### config.mk
export PLATFORM = sky130hd
export DESIGN_NAME = ov7670_stream_gen_flat
export DESIGN_NICKNAME = d
export VERILOG_FILES = /design/src/rtl/ov7670_stream_gen_pkg.sv /design/src/rtl/ov7670_stream_gen_if.sv /design/src/rtl/ov7670_stream_gen_timing_cnt.sv /design/src/rtl/ov7670_stream_gen.sv /design/src/flat_wrapper.sv
export SDC_FILE = /design/constraint.sdc
export NUM_CORES = 1
export LEC_CHECK = 0
export CORE_MARGIN = 1
export CORE_UTILIZATION = 47
export CTS_CLUSTER_SIZE = 16
export DETAILED_ROUTE_END_ITERATION = 10
export PLACE_DENSITY = 0.7
export SLEW_MARGIN = 25
export SYNTH_ARGS = -nofsm -noshare
export SYNTH_HDL_FRONTEND = slang
export SYNTH_SLANG_ARGS = --single-unit
### constraint.sdc
create_clock -name pclk_24 -period 4.7 [get_ports pclk_24]
set_clock_uncertainty 0.15 [all_clocks]
set_input_delay 0.94 -clock pclk_24 [delete_from_list [all_inputs] [get_ports pclk_24]]
set_output_delay 0.94 -clock pclk_24 [all_outputs]
set_load 0.05 [all_outputs]
### src/rtl/ov7670_stream_gen_pkg.sv
// Shared OV7670 definitions: FSM state encoding and default DVP frame timing.
// Used by the stream generator, the capture block and benches.
package ov7670_pkg;

    typedef enum logic [2:0] {
        S_IDLE   = 3'd0,
        S_VSYNC  = 3'd1,
        S_VBACK  = 3'd2,
        S_ACTIVE = 3'd3,
        S_VFRONT = 3'd4
    } state_e;

    localparam int H_ACTIVE    = 1280;
    localparam int H_BLANK     = 288;
    localparam int VSYNC_LINES = 3;
    localparam int V_BACK      = 17;
    localparam int V_ACTIVE    = 480;
    localparam int V_FRONT     = 10;

endpackage

### src/rtl/ov7670_stream_gen_if.sv
// DVP stream generator bus: start level, framebuffer read port and sensor-style outputs.
// No backpressure: the framebuffer must answer every read one cycle later.
interface ov7670_stream_gen_if #(
    parameter int ADDR_W = 8
);
    logic              start;
    logic              fb_rd;
    logic [ADDR_W-1:0] fb_addr;
    logic [7:0]        fb_data;
    logic              vsync;
    logic              href;
    logic [7:0]        d;
    logic              busy;
    logic              frame_done;

    modport master (
        input  start, fb_data,
        output fb_rd, fb_addr, vsync, href, d, busy, frame_done
    );

    modport slave (
        output start, fb_data,
        input  fb_rd, fb_addr, vsync, href, d, busy, frame_done
    );
endinterface

### src/rtl/ov7670_stream_gen_timing_cnt.sv
// Frame/line counters and FSM; raw rd/vs/busy/done strobes are combinational from state.
// No backpressure: once started a frame always runs to completion.
module ov7670_timing_cnt #(
    parameter int H_ACTIVE    = ov7670_pkg::H_ACTIVE,
    parameter int H_BLANK     = ov7670_pkg::H_BLANK,
    parameter int VSYNC_LINES = ov7670_pkg::VSYNC_LINES,
    parameter int V_BACK      = ov7670_pkg::V_BACK,
    parameter int V_ACTIVE    = ov7670_pkg::V_ACTIVE,
    parameter int V_FRONT     = ov7670_pkg::V_FRONT
) (
    input  logic pclk_24,
    input  logic rst,
    input  logic start_i,
    output logic rd_o,
    output logic vs_o,
    output logic busy_o,
    output logic done_o
);
    import ov7670_pkg::*;

    localparam int LINE  = H_ACTIVE + H_BLANK;
    localparam int H_W   = (LINE > 1) ? $clog2(LINE) : 1;
    localparam int V_M1  = (VSYNC_LINES > V_BACK) ? VSYNC_LINES : V_BACK;
    localparam int V_M2  = (V_ACTIVE > V_FRONT) ? V_ACTIVE : V_FRONT;
    localparam int V_MAX = (V_M1 > V_M2) ? V_M1 : V_M2;
    localparam int V_W   = (V_MAX > 1) ? $clog2(V_MAX) : 1;
    localparam logic [H_W-1:0] H_LAST = H_W'(LINE - 1);
    localparam bit HAS_VBACK  = (V_BACK != 0);
    localparam bit HAS_VFRONT = (V_FRONT != 0);

    state_e         state_q, state_d;
    logic [H_W-1:0] h_q, h_d;
    logic [V_W-1:0] v_q, v_d;
    logic [V_W-1:0] len_m1;
    logic           line_end, last_line, frame_end;

    always_comb begin
        case (state_q)
            S_VSYNC:  len_m1 = V_W'(VSYNC_LINES - 1);
            S_VBACK:  len_m1 = V_W'(V_BACK - 1);
            S_ACTIVE: len_m1 = V_W'(V_ACTIVE - 1);
            S_VFRONT: len_m1 = V_W'(V_FRONT - 1);
            default:  len_m1 = '0;
        endcase
    end

    assign line_end  = (h_q == H_LAST);
    assign last_line = (v_q == len_m1);
    // With no front porch the frame ends on the last active cycle instead.
    assign frame_end = line_end && last_line &&
                       ((state_q == S_VFRONT) || ((state_q == S_ACTIVE) && !HAS_VFRONT));

    always_comb begin
        state_d = state_q;
        h_d     = h_q;
        v_d     = v_q;
        if (state_q == S_IDLE) begin
            if (start_i) state_d = S_VSYNC;
        end else begin
            h_d = line_end ? '0 : h_q + 1'b1;
            if (line_end) begin
                if (last_line) begin
                    v_d = '0;
                    case (state_q)
                        S_VSYNC:  state_d = HAS_VBACK ? S_VBACK : S_ACTIVE;
                        S_VBACK:  state_d = S_ACTIVE;
                        S_ACTIVE: state_d = HAS_VFRONT ? S_VFRONT
                                          : (start_i ? S_VSYNC : S_IDLE);
                        S_VFRONT: state_d = start_i ? S_VSYNC : S_IDLE;
                        default:  state_d = S_IDLE;
                    endcase
                end else begin
                    v_d = v_q + 1'b1;
                end
            end
        end
    end

    always_ff @(posedge pclk_24 or negedge rst) begin
        if (!rst) begin
            state_q <= S_IDLE;
            h_q     <= '0;
            v_q     <= '0;
        end else begin
            state_q <= state_d;
            h_q     <= h_d;
            v_q     <= v_d;
        end
    end

    assign rd_o   = (state_q == S_ACTIVE) && (int'(h_q) < H_ACTIVE);
    assign vs_o   = (state_q == S_VSYNC);
    assign busy_o = (state_q != S_IDLE);
    assign done_o = frame_end;

endmodule

### src/rtl/ov7670_stream_gen.sv
// Framebuffer-to-DVP stream generator; 2-cycle read-to-href latency, all outputs pipe-aligned.
// No backpressure: reads are issued unconditionally during active line cycles.
module ov7670_stream_gen #(
    parameter int ADDR_W      = 8,
    parameter int H_ACTIVE    = ov7670_pkg::H_ACTIVE,
    parameter int H_BLANK     = ov7670_pkg::H_BLANK,
    parameter int VSYNC_LINES = ov7670_pkg::VSYNC_LINES,
    parameter int V_BACK      = ov7670_pkg::V_BACK,
    parameter int V_ACTIVE    = ov7670_pkg::V_ACTIVE,
    parameter int V_FRONT     = ov7670_pkg::V_FRONT
) (
    input  logic                       pclk_24,
    input  logic                       rst,
    ov7670_stream_gen_if.master        bus
);
    import ov7670_pkg::*;

    logic              rd, vs, run, done;
    logic [ADDR_W-1:0] addr_q, addr_d;
    logic              rd_p1_q, vs_p1_q, busy_p1_q, done_p1_q;
    logic              href_q, vsync_q, busy_q, done_q;
    logic [7:0]        d_q;

    ov7670_timing_cnt #(
        .H_ACTIVE    (H_ACTIVE),
        .H_BLANK     (H_BLANK),
        .VSYNC_LINES (VSYNC_LINES),
        .V_BACK      (V_BACK),
        .V_ACTIVE    (V_ACTIVE),
        .V_FRONT     (V_FRONT)
    ) u_timing (
        .pclk_24 (pclk_24),
        .rst     (rst),
        .start_i (bus.start),
        .rd_o    (rd),
        .vs_o    (vs),
        .busy_o  (run),
        .done_o  (done)
    );

    // Address restarts every frame during vsync and wraps naturally at 2^ADDR_W.
    always_comb begin
        addr_d = addr_q;
        if (vs)      addr_d = '0;
        else if (rd) addr_d = addr_q + 1'b1;
    end

    always_ff @(posedge pclk_24 or negedge rst) begin
        if (!rst) begin
            addr_q    <= '0;
            rd_p1_q   <= 1'b0;
            vs_p1_q   <= 1'b0;
            busy_p1_q <= 1'b0;
            done_p1_q <= 1'b0;
            href_q    <= 1'b0;
            vsync_q   <= 1'b0;
            busy_q    <= 1'b0;
            done_q    <= 1'b0;
            d_q       <= '0;
        end else begin
            addr_q    <= addr_d;
            rd_p1_q   <= rd;
            vs_p1_q   <= vs;
            busy_p1_q <= run;
            done_p1_q <= done;
            href_q    <= rd_p1_q;
            vsync_q   <= vs_p1_q;
            busy_q    <= busy_p1_q;
            done_q    <= done_p1_q;
            d_q       <= rd_p1_q ? bus.fb_data : 8'h00;
        end
    end

    assign bus.fb_rd      = rd;
    assign bus.fb_addr    = addr_q;
    assign bus.vsync      = vsync_q;
    assign bus.href       = href_q;
    assign bus.d          = d_q;
    assign bus.busy       = busy_q;
    assign bus.frame_done = done_q;

endmodule

### src/flat_wrapper.sv
// flat-port wrapper written by rule: the top's interface ports become plain ports
module ov7670_stream_gen_flat import ov7670_pkg::*;
#(
    parameter int ADDR_W      = 8,
    parameter int H_ACTIVE    = ov7670_pkg::H_ACTIVE,
    parameter int H_BLANK     = ov7670_pkg::H_BLANK,
    parameter int VSYNC_LINES = ov7670_pkg::VSYNC_LINES,
    parameter int V_BACK      = ov7670_pkg::V_BACK,
    parameter int V_ACTIVE    = ov7670_pkg::V_ACTIVE,
    parameter int V_FRONT     = ov7670_pkg::V_FRONT
)
  (pclk_24, rst, bus_start, bus_fb_data, bus_fb_rd, bus_fb_addr, bus_vsync, bus_href, bus_d, bus_busy, bus_frame_done);
  ov7670_stream_gen_if #(.ADDR_W(ADDR_W)) bus_i ();
  input  logic pclk_24;
  input  logic rst;
  input wire logic [$bits(bus_i.start)-1:0] bus_start;
  input wire logic [$bits(bus_i.fb_data)-1:0] bus_fb_data;
  output wire logic [$bits(bus_i.fb_rd)-1:0] bus_fb_rd;
  output wire logic [$bits(bus_i.fb_addr)-1:0] bus_fb_addr;
  output wire logic [$bits(bus_i.vsync)-1:0] bus_vsync;
  output wire logic [$bits(bus_i.href)-1:0] bus_href;
  output wire logic [$bits(bus_i.d)-1:0] bus_d;
  output wire logic [$bits(bus_i.busy)-1:0] bus_busy;
  output wire logic [$bits(bus_i.frame_done)-1:0] bus_frame_done;
  assign bus_i.start = bus_start;
  assign bus_i.fb_data = bus_fb_data;
  assign bus_fb_rd = bus_i.fb_rd;
  assign bus_fb_addr = bus_i.fb_addr;
  assign bus_vsync = bus_i.vsync;
  assign bus_href = bus_i.href;
  assign bus_d = bus_i.d;
  assign bus_busy = bus_i.busy;
  assign bus_frame_done = bus_i.frame_done;
  ov7670_stream_gen #(.ADDR_W(ADDR_W), .H_ACTIVE(H_ACTIVE), .H_BLANK(H_BLANK), .VSYNC_LINES(VSYNC_LINES), .V_BACK(V_BACK), .V_ACTIVE(V_ACTIVE), .V_FRONT(V_FRONT)) u_core (.pclk_24(pclk_24), .rst(rst), .bus(bus_i));
endmodule
After elaboration in Yosys (flattened, before gate mapping)
Cells that the tools add are included.
{"block": "totals", "output_inout_bits": 21, "word_cells": 47, "regBits": 47, "inputBits": 11}
{"block": "op_classes", "add_sub_neg": 3, "n_reduce_logical": 10, "magnitude_cmp": 1, "n_mux": 12, "n_eq_ne": 7, "n_bitwise": 1}
{"operator": "9-bit one-hot mux with 4 select lines", "count": 1}
{"operator": "8-bit 2-to-1 mux", "count": 3}
{"operator": "3-bit 2-to-1 mux", "count": 4}
{"operator": "3-bit one-hot mux with 4 select lines", "count": 1}
{"operator": "11-bit by 1-bit adder with 11-bit output, second input constant", "count": 1}
{"operator": "11-bit equality test, second input constant", "count": 1}
{"operator": "11-bit less-than comparator, second input constant", "count": 1}
{"operator": "11-bit 2-to-1 mux", "count": 1}
{"operator": "9-bit by 1-bit adder with 9-bit output, second input constant", "count": 1}
{"operator": "9-bit equality test", "count": 1}
{"operator": "9-bit 2-to-1 mux", "count": 1}
{"operator": "8-bit by 1-bit adder with 8-bit output, second input constant", "count": 1}
{"operator": "3-bit by 2-bit equality test with 1-bit output, second input constant", "count": 2}
{"operator": "2-bit nonzero test", "count": 3}
{"operator": "3-bit by 1-bit equality test with 1-bit output, second input constant", "count": 1}
{"operator": "3-bit equality test, second input constant", "count": 1}
{"operator": "1-bit logical AND", "count": 3}
{"operator": "3-bit zero test", "count": 1}
{"operator": "3-bit AND reduction", "count": 1}
{"operator": "3-bit nonzero test", "count": 1}
{"operator": "2-bit != test, second input constant", "count": 1}
{"operator": "2-bit AND reduction", "count": 1}
{"operator": "1-bit 2-to-1 mux", "count": 1}
{"operator": "1-bit inverter", "count": 1}

Depth between registers and ports, before layout
Gate-level depths: netlist of run 1.
{"block": "depth", "word_depth": 6, "depth_mapped": 8, "depth_no_buf": 6}

Modules after synthesis
Synthesis of run 1 repeated with hierarchy kept, for this count alone.
{"block": "hier_totals", "cells_unflattened": 209, "area_unflattened_um2": 2207.1}
{"module": "ov7670_timing_cnt", "seq_area_each_um2": 575.6, "n_inst": 1, "area_per_inst_um2": 1353.8, "cells_per_inst": 148}
{"module": "ov7670_stream_gen", "seq_area_each_um2": 600.6, "n_inst": 1, "area_per_inst_um2": 853.3, "cells_per_inst": 61}

Worst setup path before layout of run 1
No wires, ideal clock.
{"block": "synth_path", "kind": "register to output", "startpoint": "register u_core.u_timing.state_q[2]", "endpoint": "output bus_fb_rd", "slack_ns": 2.230, "arrival_ns": 1.380, "stages_incl_launch_ff": 4, "path_buffers": 1, "required_time_ns": 3.610, "path_cell_list": "dfrtp_1 > and3b_1 > nor2b_1 > clkbuf_1"}
{"block": "synth_via", "elab_chain_len": 2}
{"item": "from (decl)", "line": "ov7670_stream_gen_timing_cnt.sv:31", "text": "state_e state_q, state_d;"}
{"item": "from (signal assigned)", "line": "ov7670_stream_gen_timing_cnt.sv:85", "text": "state_q <= state_d;"}
{"item": "3-bit by 2-bit equality test with 1-bit output", "line": "ov7670_stream_gen_timing_cnt.sv:91", "text": "assign rd_o = (state_q == S_ACTIVE) && (int'(h_q) < H_ACTIVE);"}
{"item": "1-bit logical AND", "line": "ov7670_stream_gen_timing_cnt.sv:91"}
{"item": "to (decl)", "line": "flat_wrapper.sv:18", "text": "output wire logic [$bits(bus_i.fb_rd)-1:0] bus_fb_rd;"}
Every way passes these cells.

Final worst setup path of run 1
Ends and elaborated chain as after synthesis.

==> results of run 1 <==
-- registers in the layout, summed over array words and instances (netlist names) --
| register | count |
|---|---|
| u_core.u_timing.h_q | 11 |
| u_core.vs_p1_q | 1 |
| u_core.done_p1_q | 1 |
| u_core.u_timing.v_q | 9 |
| u_core.bus.d | 8 |
| u_core.bus.vsync | 1 |
| u_core.bus.frame_done | 1 |
| u_core.bus.fb_addr | 8 |
| u_core.bus.href | 1 |
| u_core.u_timing.state_q | 3 |
| u_core.rd_p1_q | 1 |
| u_core.busy_p1_q | 1 |
| u_core.bus.busy | 1 |
-- through the flow --
step | total power (W) | area (um^2) | std cells | setup WS [ps] | hold WS (ps)
6_report | 0.000886 | 2650 | 296 | 1060 | 208
5_1_grt | 0.000929 | 2650 | 296 | 905 | 219
3_5_place_dp | 0.000591 | 2530 | 288 | 1400 | 190
2_1_floorplan | 0.000553 | 2190 | 213 | 2230 | 181
4_1_cts | 0.000897 | 2640 | 296 | 1050 | 208
3_3_place_gp | 0.000587 | 2530 | 288 | 1480 | 185
-- kinds of logic (layout without fill, tap and decap cells) --
logic type	count (synthesis)	count (layout)	share of synthesized area, %
AND/OR/NAND/NOR	96	96	22.6
flip-flops	47	47	53.7
AO/OA/AOI/OAI	33	33	10.6
XOR/XNOR	17	17	6.79
buffers and inverters	14	45	3.25
adder cells (fa/ha/maj)	3	3	1.71
multiplexers	3	3	1.43
-- synthesized netlist by cell type (4+ instances only) --
| master | count | area, um^2 |
|---|---|---|
| xnor2_1 | 10 | 87.6 |
| inv_1 | 4 | 15.0 |
| dfrtp_1 | 47 | 1180 |
| nand2_1 | 21 | 78.8 |
| nor2_1 | 20 | 75.1 |
| xor2_1 | 7 | 61.3 |
| nand3_1 | 13 | 65.1 |
| a21oi_1 | 4 | 20.0 |
| nand4_1 | 5 | 31.3 |
| o21ai_0 | 10 | 50.1 |
| and2_1 | 8 | 50.1 |
| clkbuf_1 | 5 | 18.8 |
| nor3_1 | 9 | 45.0 |
-- routing by layer --
metal / vias up / track usage [%] / wire (um)
met5: - / 0 / 0
met2: 49 / 28.6 / 1970
li1: 811 / - / -
met3: 6 / 4.33 / 211
met1: 810 / 27.5 / 2010
met4: 0 / 7.33 / 56
-- how the worst max path moves through the flow --
| stage | start | endpoint | slack (ps) | cells after the start |
|---|---|---|---|---|
| after CTS | u_core.u_timing.state_q[2] | bus_fb_rd | 1050 | 3 |
| after floorplan | u_core.u_timing.state_q[2] | bus_fb_rd | 2230 | 3 |
| after detailed placement | u_core.u_timing.state_q[2] | bus_fb_rd | 1400 | 3 |
| after global routing | u_core.u_timing.state_q[2] | bus_fb_rd | 910 | 3 |
| after global placement | u_core.u_timing.state_q[2] | bus_fb_rd | 1480 | 3 |
| final | u_core.u_timing.state_q[2] | bus_fb_rd | 1060 | 3 |
-- cells in the final DEF, fill, tap and decap left out, types with 3 or more instances in the layout --
| cell type | Yosys | layout |
|---|---|---|
| nand3_1 | 13 | 13 |
| clkdlybuf4s50_1 | 0 | 30 |
| inv_1 | 4 | 4 |
| buf_4 | 0 | 3 |
| and2_1 | 8 | 8 |
| o21ai_0 | 10 | 10 |
| nand2_1 | 21 | 21 |
| nor2_1 | 20 | 20 |
| dfrtp_1 | 47 | 47 |
| xnor2_1 | 10 | 10 |
| nor3_1 | 9 | 8 |
| a21oi_1 | 4 | 4 |
| clkbuf_8 | 0 | 5 |
| nand4_1 | 5 | 5 |
| ha_1 | 3 | 3 |
| xor2_1 | 7 | 7 |
-- power by group --
part / internal, W / leakage, nW / switching, W
Clock: 0.000160 / 0.0548 / 0.000141
Combinational: 0.0000544 / 0.426 / 0.0000599
Sequential: 0.000437 / 0.623 / 0.0000333
Total: 0.000651 / 1.10 / 0.000234
-- layout make-up --
cell class | count | area (um^2) | area share [%]
Clock buffer | 5 | 68.8 | 2.60
Tap cell | 52 | 65.1 | 2.46
Timing Repair Buffer | 33 | 323 | 12.2
Multi-Input combinational cell | 152 | 956 | 36.1
Inverter | 4 | 15.0 | 0.567
Sequential cell | 47 | 1180 | 44.4
Clock inverter | 3 | 46.3 | 1.75
==> impl_metrics.env, run 1 <==
export IMPL_num_antenna_cells=0
export IMPL_path_cells="and3b_1, nor2b_1, clkdlybuf4s50_1"
export IMPL_core_area_mm2=0.00441
export IMPL_root_buffer="clkbuf_8"
export IMPL_hold_path_depth=0
export IMPL_crit_type="reg -> out"
export IMPL_yosys_warnings=0
export IMPL_leakage_nw=1.10
export IMPL_setup_tns_final_ps=0
export IMPL_path_clk_slew_ps=90
export IMPL_hold_start="u_core.busy_p1_q"
export IMPL_io_buffers=31
export IMPL_grt_first_pass_wirelength_um=7530
export IMPL_finalSetupViolations=0
export IMPL_netlist_instances=213
export IMPL_post_drt_wl_per_cell_um=14.4
export IMPL_final_core_utilization_pct=60.0
export IMPL_critPathLaunchType="flip-flop"
export IMPL_cts_hold_buf=0
export IMPL_rr_endpoint="u_core.u_timing.v_q[2]"
export IMPL_hold_class="reg -> reg"
export IMPL_die_area_mm2=0.00494
export IMPL_drc=0
export IMPL_clk_latency_ps=300
export IMPL_grt_overflow=0
export IMPL_synthToLayoutAreaGrowth_pct=20.9
export IMPL_endpoint_kind="output pin"
export IMPL_r2r_start="u_core.u_timing.h_q[8]"
export IMPL_routabilityCongestion=0.804
export IMPL_htree_num_levels=2
export IMPL_die_h_um=70.3
export IMPL_outcome="complete, no violations"
export IMPL_drive_gt1_share_pct=7.38
export IMPL_synth_distinct_cells=47
export IMPL_cts_buffers_inserted=5
export IMPL_cap_violations=0
export IMPL_totalWireLength_um=4250
export IMPL_reg2reg_depth=4
export IMPL_arrival_ps=2550
export IMPL_postSynthAreaPerCell_um2=10.3
export IMPL_drtPass1Iterations=4
export IMPL_n_fill_cell=369
export IMPL_hold_end="u_core.bus.busy"
export IMPL_dpl_hpwl_um=2900
export IMPL_p_per_area_mw_per_mm2=334
export IMPL_cts_resized=0
export IMPL_fmax_mhz=275
export IMPL_rsz0062_at_grt="no"
export IMPL_antenna_found_initial=0
export IMPL_ant_nets=0
export IMPL_cts_sinks=47
export IMPL_netlist_area_mm2=0.00219
export IMPL_grtUsageTotal_pct=19.3
export IMPL_via_per_inst=5.66
export IMPL_synth_edf_count=0
export IMPL_grt_pass1_vias=1589
export IMPL_syn_nets=227
export IMPL_worst_path_buf_inv=1
export IMPL_initialDrtViolationCount=75
export IMPL_fin_crit_sh_pct=77.5
export IMPL_grt_max_degree=48
export IMPL_layout_min_cycle_time_ps=3640
export IMPL_slew_limit_headroom_pct=43.6
export IMPL_r2r_slack_ps=2110
export IMPL_slowest_stage="clkdlybuf4s50_1"
export IMPL_worst_path_largest_cell_delay_ps=910
export IMPL_required_ps=3610
export IMPL_cts_setup_buffers=0
export IMPL_ys_seq_area_share_pct=53.7
export IMPL_async_flop_share_pct=100
export IMPL_num_rows=24
export IMPL_report_final_slew_viol_count=0
export IMPL_final_net_count=257
export IMPL_cts_tree="done"
export IMPL_clk_path_buf_depth=2
export IMPL_ys_ff_latch=47
export IMPL_vias=1676
export IMPL_crit_family="buffers and inverters"
export IMPL_initial_utilization_pct=49.7
export IMPL_die_w_um=70.3
export IMPL_io_pins=32
export IMPL_worstPathMaxFanout=14
export IMPL_synth_main_ff_cell="dfrtp_1"
export IMPL_max_slew_worst_pin_slew_ps=839
export IMPL_finalHoldViolations=0
export IMPL_max_vdd_ir_drop_mv=0.160
Power figures use the tool's default switching activity.
==> inputs of run 2 (changes only) <==
--- a/config.mk
+++ b/config.mk
@@ -9,7 +9,7 @@
 export CORE_UTILIZATION = 47
 export CTS_CLUSTER_SIZE = 16
 export DETAILED_ROUTE_END_ITERATION = 10
-export PLACE_DENSITY = 0.7
+export PLACE_DENSITY = 0.72
 export SLEW_MARGIN = 25
 export SYNTH_ARGS = -nofsm -noshare
 export SYNTH_HDL_FRONTEND = slang
==> constraint.sdc (replaced) <==
create_clock -name pclk_24 -period 3.2 [get_ports pclk_24]
set_clock_uncertainty 0.15 [all_clocks]
set_input_delay 0.64 -clock pclk_24 [delete_from_list [all_inputs] [get_ports pclk_24]]
set_output_delay 0.64 -clock pclk_24 [all_outputs]
set_load 0.05 [all_outputs]
==> impl_metrics.env, run 2 (synthesis gave the netlist of run 1 again) <==
export IMPL_cts_resized=0
export IMPL_dpl_hpwl_um=2870
export IMPL_finalHoldViolations=0
export IMPL_finalSetupViolations=0
export IMPL_fin_cells=299
export IMPL_cts_buffers_inserted=5
export IMPL_final_cell_mix="dfrtp_1, clkdlybuf4s50_1, nand2_1"
export IMPL_io_buffers=31
export IMPL_reg2reg_depth=4
export IMPL_final_common_cell="dfrtp_1"
export IMPL_final_core_utilization_pct=59.8
export IMPL_layout_min_cycle_time_ps=2530
export IMPL_hold_class="in -> async"
export IMPL_largest_reg_flops=11
export IMPL_p_seq_share_pct=56.5
export IMPL_num_rows=24
export IMPL_num_antenna_cells=0
export IMPL_post_drt_wl_per_cell_um=13.8
export IMPL_synthToLayoutAreaGrowth_pct=20.5
export IMPL_clockPowerShare_pct=30.1
export IMPL_report_final_slew_viol_count=0
export IMPL_grt_overflow=0
export IMPL_cap_violations=0
export IMPL_grt_first_pass_wirelength_um=7210
export IMPL_top_usage_layer="met2"
export IMPL_via_per_inst=5.58
export IMPL_crit_start="u_core.u_timing.h_q[8]"
export IMPL_grt_max_degree=48
export IMPL_routabilityCongestion=0.818
export IMPL_ant_nets=0
export IMPL_core_area_mm2=0.00441
export IMPL_dp_cells=291
export IMPL_max_slew_worst_pin_slew_ps=770
export IMPL_cts_hold_buf=0
export IMPL_clk_path_buf_depth=2
export IMPL_fin_crit_sh_pct=79.0
export IMPL_endpoint_kind="flip-flop"
export IMPL_die_w_um=70.3
export IMPL_die_h_um=70.3
export IMPL_combPwrFrac_pct=13.4
export IMPL_initial_utilization_pct=49.7
export IMPL_drtPass1Iterations=4
export IMPL_n_fill_cell=368
export IMPL_grtUsageMet3_pct=4.62
export IMPL_clk_latency_ps=310
export IMPL_final_net_count=260
export IMPL_r2r_start="u_core.u_timing.h_q[8]"
export IMPL_required_ps=3300
export IMPL_crit_type="reg -> reg"
export IMPL_fmax_mhz=395
export IMPL_grtUsageTotal_pct=18.6
export IMPL_reg_top3="u_core.u_timing.h_q (11), u_core.u_timing.v_q (9)"
export IMPL_outcome="complete, no violations"
export IMPL_p_sw_share_pct=28.2
export IMPL_cts_sinks=47
export IMPL_drive_gt1_share_pct=8.50
export IMPL_initialDrtViolationCount=111
export IMPL_critPathLaunchType="flip-flop"
export IMPL_r2r_slack_ps=670
export IMPL_antenna_found_initial=0
export IMPL_grt_pass1_vias=1575
export IMPL_globalRouteMet2Util_pct=28.3
export IMPL_max_vdd_ir_drop_mv=0.291
export IMPL_rsz0062_at_grt="no"
export IMPL_setup_tns_final_ps=0
export IMPL_leakage_nw=1.11
export IMPL_p_per_area_mw_per_mm2=464
export IMPL_use_met1_pct=25.5
export IMPL_totalWireLength_um=4120
export IMPL_path_clk_slew_ps=90
export IMPL_p_switching_w=0.000345
export IMPL_io_pins=32
export IMPL_arrival_ps=2630
export IMPL_htree_num_levels=2
export IMPL_power_internal_w=0.000879
export IMPL_vias=1669
export IMPL_endpoint="u_core.u_timing.state_q[0]"
export IMPL_slew_limit_headroom_pct=48.3
export IMPL_drc=0
export IMPL_root_buffer="clkbuf_8"
export IMPL_cts_setup_buffers=0
export IMPL_cts_tree="done"
export IMPL_rr_endpoint="u_core.u_timing.state_q[0]"
export IMPL_die_area_mm2=0.00494
export IMPL_largest_register="u_core.u_timing.h_q"
export IMPL_worstPathMaxFanout=15
==> run 2: layer usage <==
metal  wire (um)  up-vias
met5           0        -
met4          61        0
met3         177        7
met2        1930       37
met1        1940      808
li1            -      817
==> run 2: stage by stage <==
step,total power [W],cell area (um^2),worst slack (ps),hold slack [ps]
floorplan,0.000812,2190,925,181
global placement,0.000863,2550,739,183
detailed placement,0.000871,2550,706,188
CTS,0.00125,2640,675,209
global route,0.00129,2640,542,217
finish,0.00122,2640,671,171
==> run 2: worst max-delay path, cell delays in order (launching register included) <==
cell and delay, ps:
dfrtp_1 420, or4_4 550, or4_1 750, o41ai_1 410
a31o_1 190
==> run 2: layout make-up <==
cell class                 count  area [um^2]  area share (%)
timing repair buffer          36          343            13.0
tap                           52         65.1            2.46
clock inverter                 3         22.5           0.853
multi-input combinational    152          951            36.0
clock buffer                   5         68.8            2.61
inverter                       4         15.0           0.568
sequential                    47         1180            44.5
==> run 2: worst min-delay path by stage <==
stage	startpoint	endpoint	slack (ps)	cells past startpoint
after global placement	u_core.done_p1_q	u_core.bus.frame_done	180	0
after detailed placement	u_core.done_p1_q	u_core.bus.frame_done	190	0
after CTS	u_core.done_p1_q	u_core.bus.frame_done	210	0
after global routing	rst	u_core.bus.d[0]	220	1
after floorplan	u_core.busy_p1_q	u_core.bus.busy	180	0
final	rst	u_core.bus.d[0]	170	1
==> run 2: power groups by stage <==
stage,sequential (W),combinational (W),clock (W)
2_1_floorplan,0.000699,0.000113,0
3_5_place_dp,0.000703,0.000168,0
6_report,0.000691,0.000164,0.000369
3_3_place_gp,0.000700,0.000163,0
5_1_grt,0.000702,0.000186,0.000398
4_1_cts,0.000692,0.000167,0.000387
==> inputs of run 3 (changes only) <==
==> constraint.sdc (replaced) <==
create_clock -name pclk_24 -period 2.2 [get_ports pclk_24]
set_clock_uncertainty 0.15 [all_clocks]
set_input_delay 0.44 -clock pclk_24 [delete_from_list [all_inputs] [get_ports pclk_24]]
set_output_delay 0.44 -clock pclk_24 [all_outputs]
set_load 0.05 [all_outputs]
==> impl_metrics.env, run 3 (synthesis gave the netlist of run 1 again) <==
export IMPL_path_clk_slew_ps=90
export IMPL_p_per_area_mw_per_mm2=609
export IMPL_worst_path_largest_cell_delay_ps=590
export IMPL_report_final_slew_viol_count=0
export IMPL_slew_limit_headroom_pct=65.1
export IMPL_clk_path_buf_depth=2
export IMPL_n_fill_cell=343
export IMPL_totalWireLength_um=4800
export IMPL_leakage_nw=1.32
export IMPL_synthToLayoutAreaGrowth_pct=35.5
export IMPL_violations="setup timing"
export IMPL_die_w_um=70.3
export IMPL_ant_nets=0
export IMPL_vias=1829
export IMPL_fmax_mhz=442
export IMPL_cts_buffers_inserted=5
export IMPL_top_usage_layer="met2"
export IMPL_fin_crit_sh_pct=103
export IMPL_num_rows=24
export IMPL_die_area_mm2=0.00494
export IMPL_num_antenna_cells=0
export IMPL_grtUsageTotal_pct=20.5
export IMPL_post_drt_wl_per_cell_um=14.7
export IMPL_multiInputGateArea_mm2=0.00102
export IMPL_endpoint_kind="flip-flop"
export IMPL_antenna_found_initial=0
export IMPL_initial_utilization_pct=49.7
export IMPL_setup_tns_final_ps=-290
export IMPL_final_setup_worst_slack_ps=-63.2
export IMPL_core_area_mm2=0.00441
export IMPL_drc=0
export IMPL_htree_num_levels=2
export IMPL_placed_area_mm2=0.00271
export IMPL_cts_tree="done"
export IMPL_path_depth=5
export IMPL_final_cell_mix="dfrtp_1, clkdlybuf4s50_1, buf_4"
export IMPL_initialDrtViolationCount=126
export IMPL_largest_reg_flops=11
export IMPL_rr_endpoint="u_core.u_timing.v_q[7]"
export IMPL_grt_overflow=0
export IMPL_via_per_inst=5.59
export IMPL_grtUsageMet3_pct=5.34
export IMPL_seq_area_mm2=0.00118
export IMPL_die_h_um=70.3
export IMPL_drtPass1Iterations=4
export IMPL_endpoint="u_core.u_timing.v_q[7]"
export IMPL_layout_min_cycle_time_ps=2260
export IMPL_final_net_count=288
export IMPL_rsz0062_at_grt="yes"
export IMPL_r2r_start="u_core.u_timing.h_q[8]"
export IMPL_dpl_hpwl_um=3230
export IMPL_r2r_slack_ps=-60
export IMPL_io_pins=32
export IMPL_crit_top_cell="or4_4"
export IMPL_hold_class="reg -> reg"
export IMPL_crit_start="u_core.u_timing.h_q[8]"
export IMPL_root_buffer="clkbuf_8"
export IMPL_outcome="finished, violations left"
export IMPL_grt_pass1_vias=1683
export IMPL_finalSetupViolations=7
export IMPL_cap_violations=0
export IMPL_drive_gt1_share_pct=21.5
export IMPL_grt_first_pass_wirelength_um=7890
export IMPL_reg2reg_depth=5
export IMPL_largest_register="u_core.u_timing.h_q"
export IMPL_worstPathMaxFanout=8
export IMPL_reg_top3="u_core.u_timing.h_q (11), u_core.u_timing.v_q (9)"
export IMPL_arrival_ps=2290
export IMPL_required_ps=2220
export IMPL_critPathLaunchType="flip-flop"
export IMPL_clk_latency_ps=310
export IMPL_worst_path_buf_inv=1
export IMPL_crit_family="simple AND/OR/NAND/NOR gates"
export IMPL_io_buffers=31
export IMPL_globalRouteMet2Util_pct=31.5
export IMPL_slowest_stage="or4_4"
export IMPL_use_met1_pct=27.7
export IMPL_finalPower_w=0.00181
export IMPL_routabilityCongestion=0.822
export IMPL_fin_area_mm2=0.00297
export IMPL_final_core_utilization_pct=67.3
export IMPL_cts_sinks=47
export IMPL_finalHoldViolations=0
export IMPL_crit_type="reg -> reg"
export IMPL_max_vdd_ir_drop_mv=0.412
export IMPL_final_common_cell="dfrtp_1"
export IMPL_path_cells="or4_4, or4_4, buf_6, nor3_4, a211oi_1"
export IMPL_grt_max_degree=26
export IMPL_max_slew_worst_pin_slew_ps=524
[run 3: how the worst min path moves through the flow]
stage | startpoint | end | cells after the start
2_1_floorplan | rst | u_core.bus.busy | 0
3_3_place_gp | u_core.done_p1_q | u_core.bus.frame_done | 0
3_5_place_dp | u_core.busy_p1_q | u_core.bus.busy | 0
4_1_cts | u_core.busy_p1_q | u_core.bus.busy | 0
5_1_grt | u_core.done_p1_q | u_core.bus.frame_done | 0
6_report | u_core.busy_p1_q | u_core.bus.busy | 0
[run 3: stage by stage]
step	hold slack [ps]	std cells	setup WS, ps
after global routing	213	327	-110
after detailed placement	186	309	-65.4
final	203	327	-63.2
after global placement	181	309	3.89
after floorplan	-5.59	213	-39.6
after CTS	207	321	-51.2
[run 3: power breakdown]
group / switching [W] / internal (W)
Clock: 0.000297 / 0.000228
Combinational: 0.000145 / 0.000143
Sequential: 0.0000620 / 0.000933
Total: 0.000504 / 0.00130
[run 3: metal layers]
layer / share of wire (%) / vias to the layer above
li1: - / 874
met1: 45 / 895
met4: 1.8 / 0
met2: 48 / 52
met5: 0 / -
met3: 5.5 / 8
[run 3: what timing repair did]
| action | CTS | global route |
|---|---|---|
| endpoints found under the hold margin | 22 | 0 |
| hold buffers | 1 | 0 |
| endpoints found under the setup margin | 8 | 14 |
| resized for setup | 8 | 19 |
| buffers inserted | 3 | 6 |
| pin swaps | 3 | 4 |
[run 3: area by class of cell]
class                   instances  area share (%)
clock buffers                   6            2.44
well taps                      52            2.19
clock inverters                 2           0.590
multi-input cells             152            34.4
inverters                       4           0.505
flip-flops and latches         47            39.6
repair buffers                 64            20.3
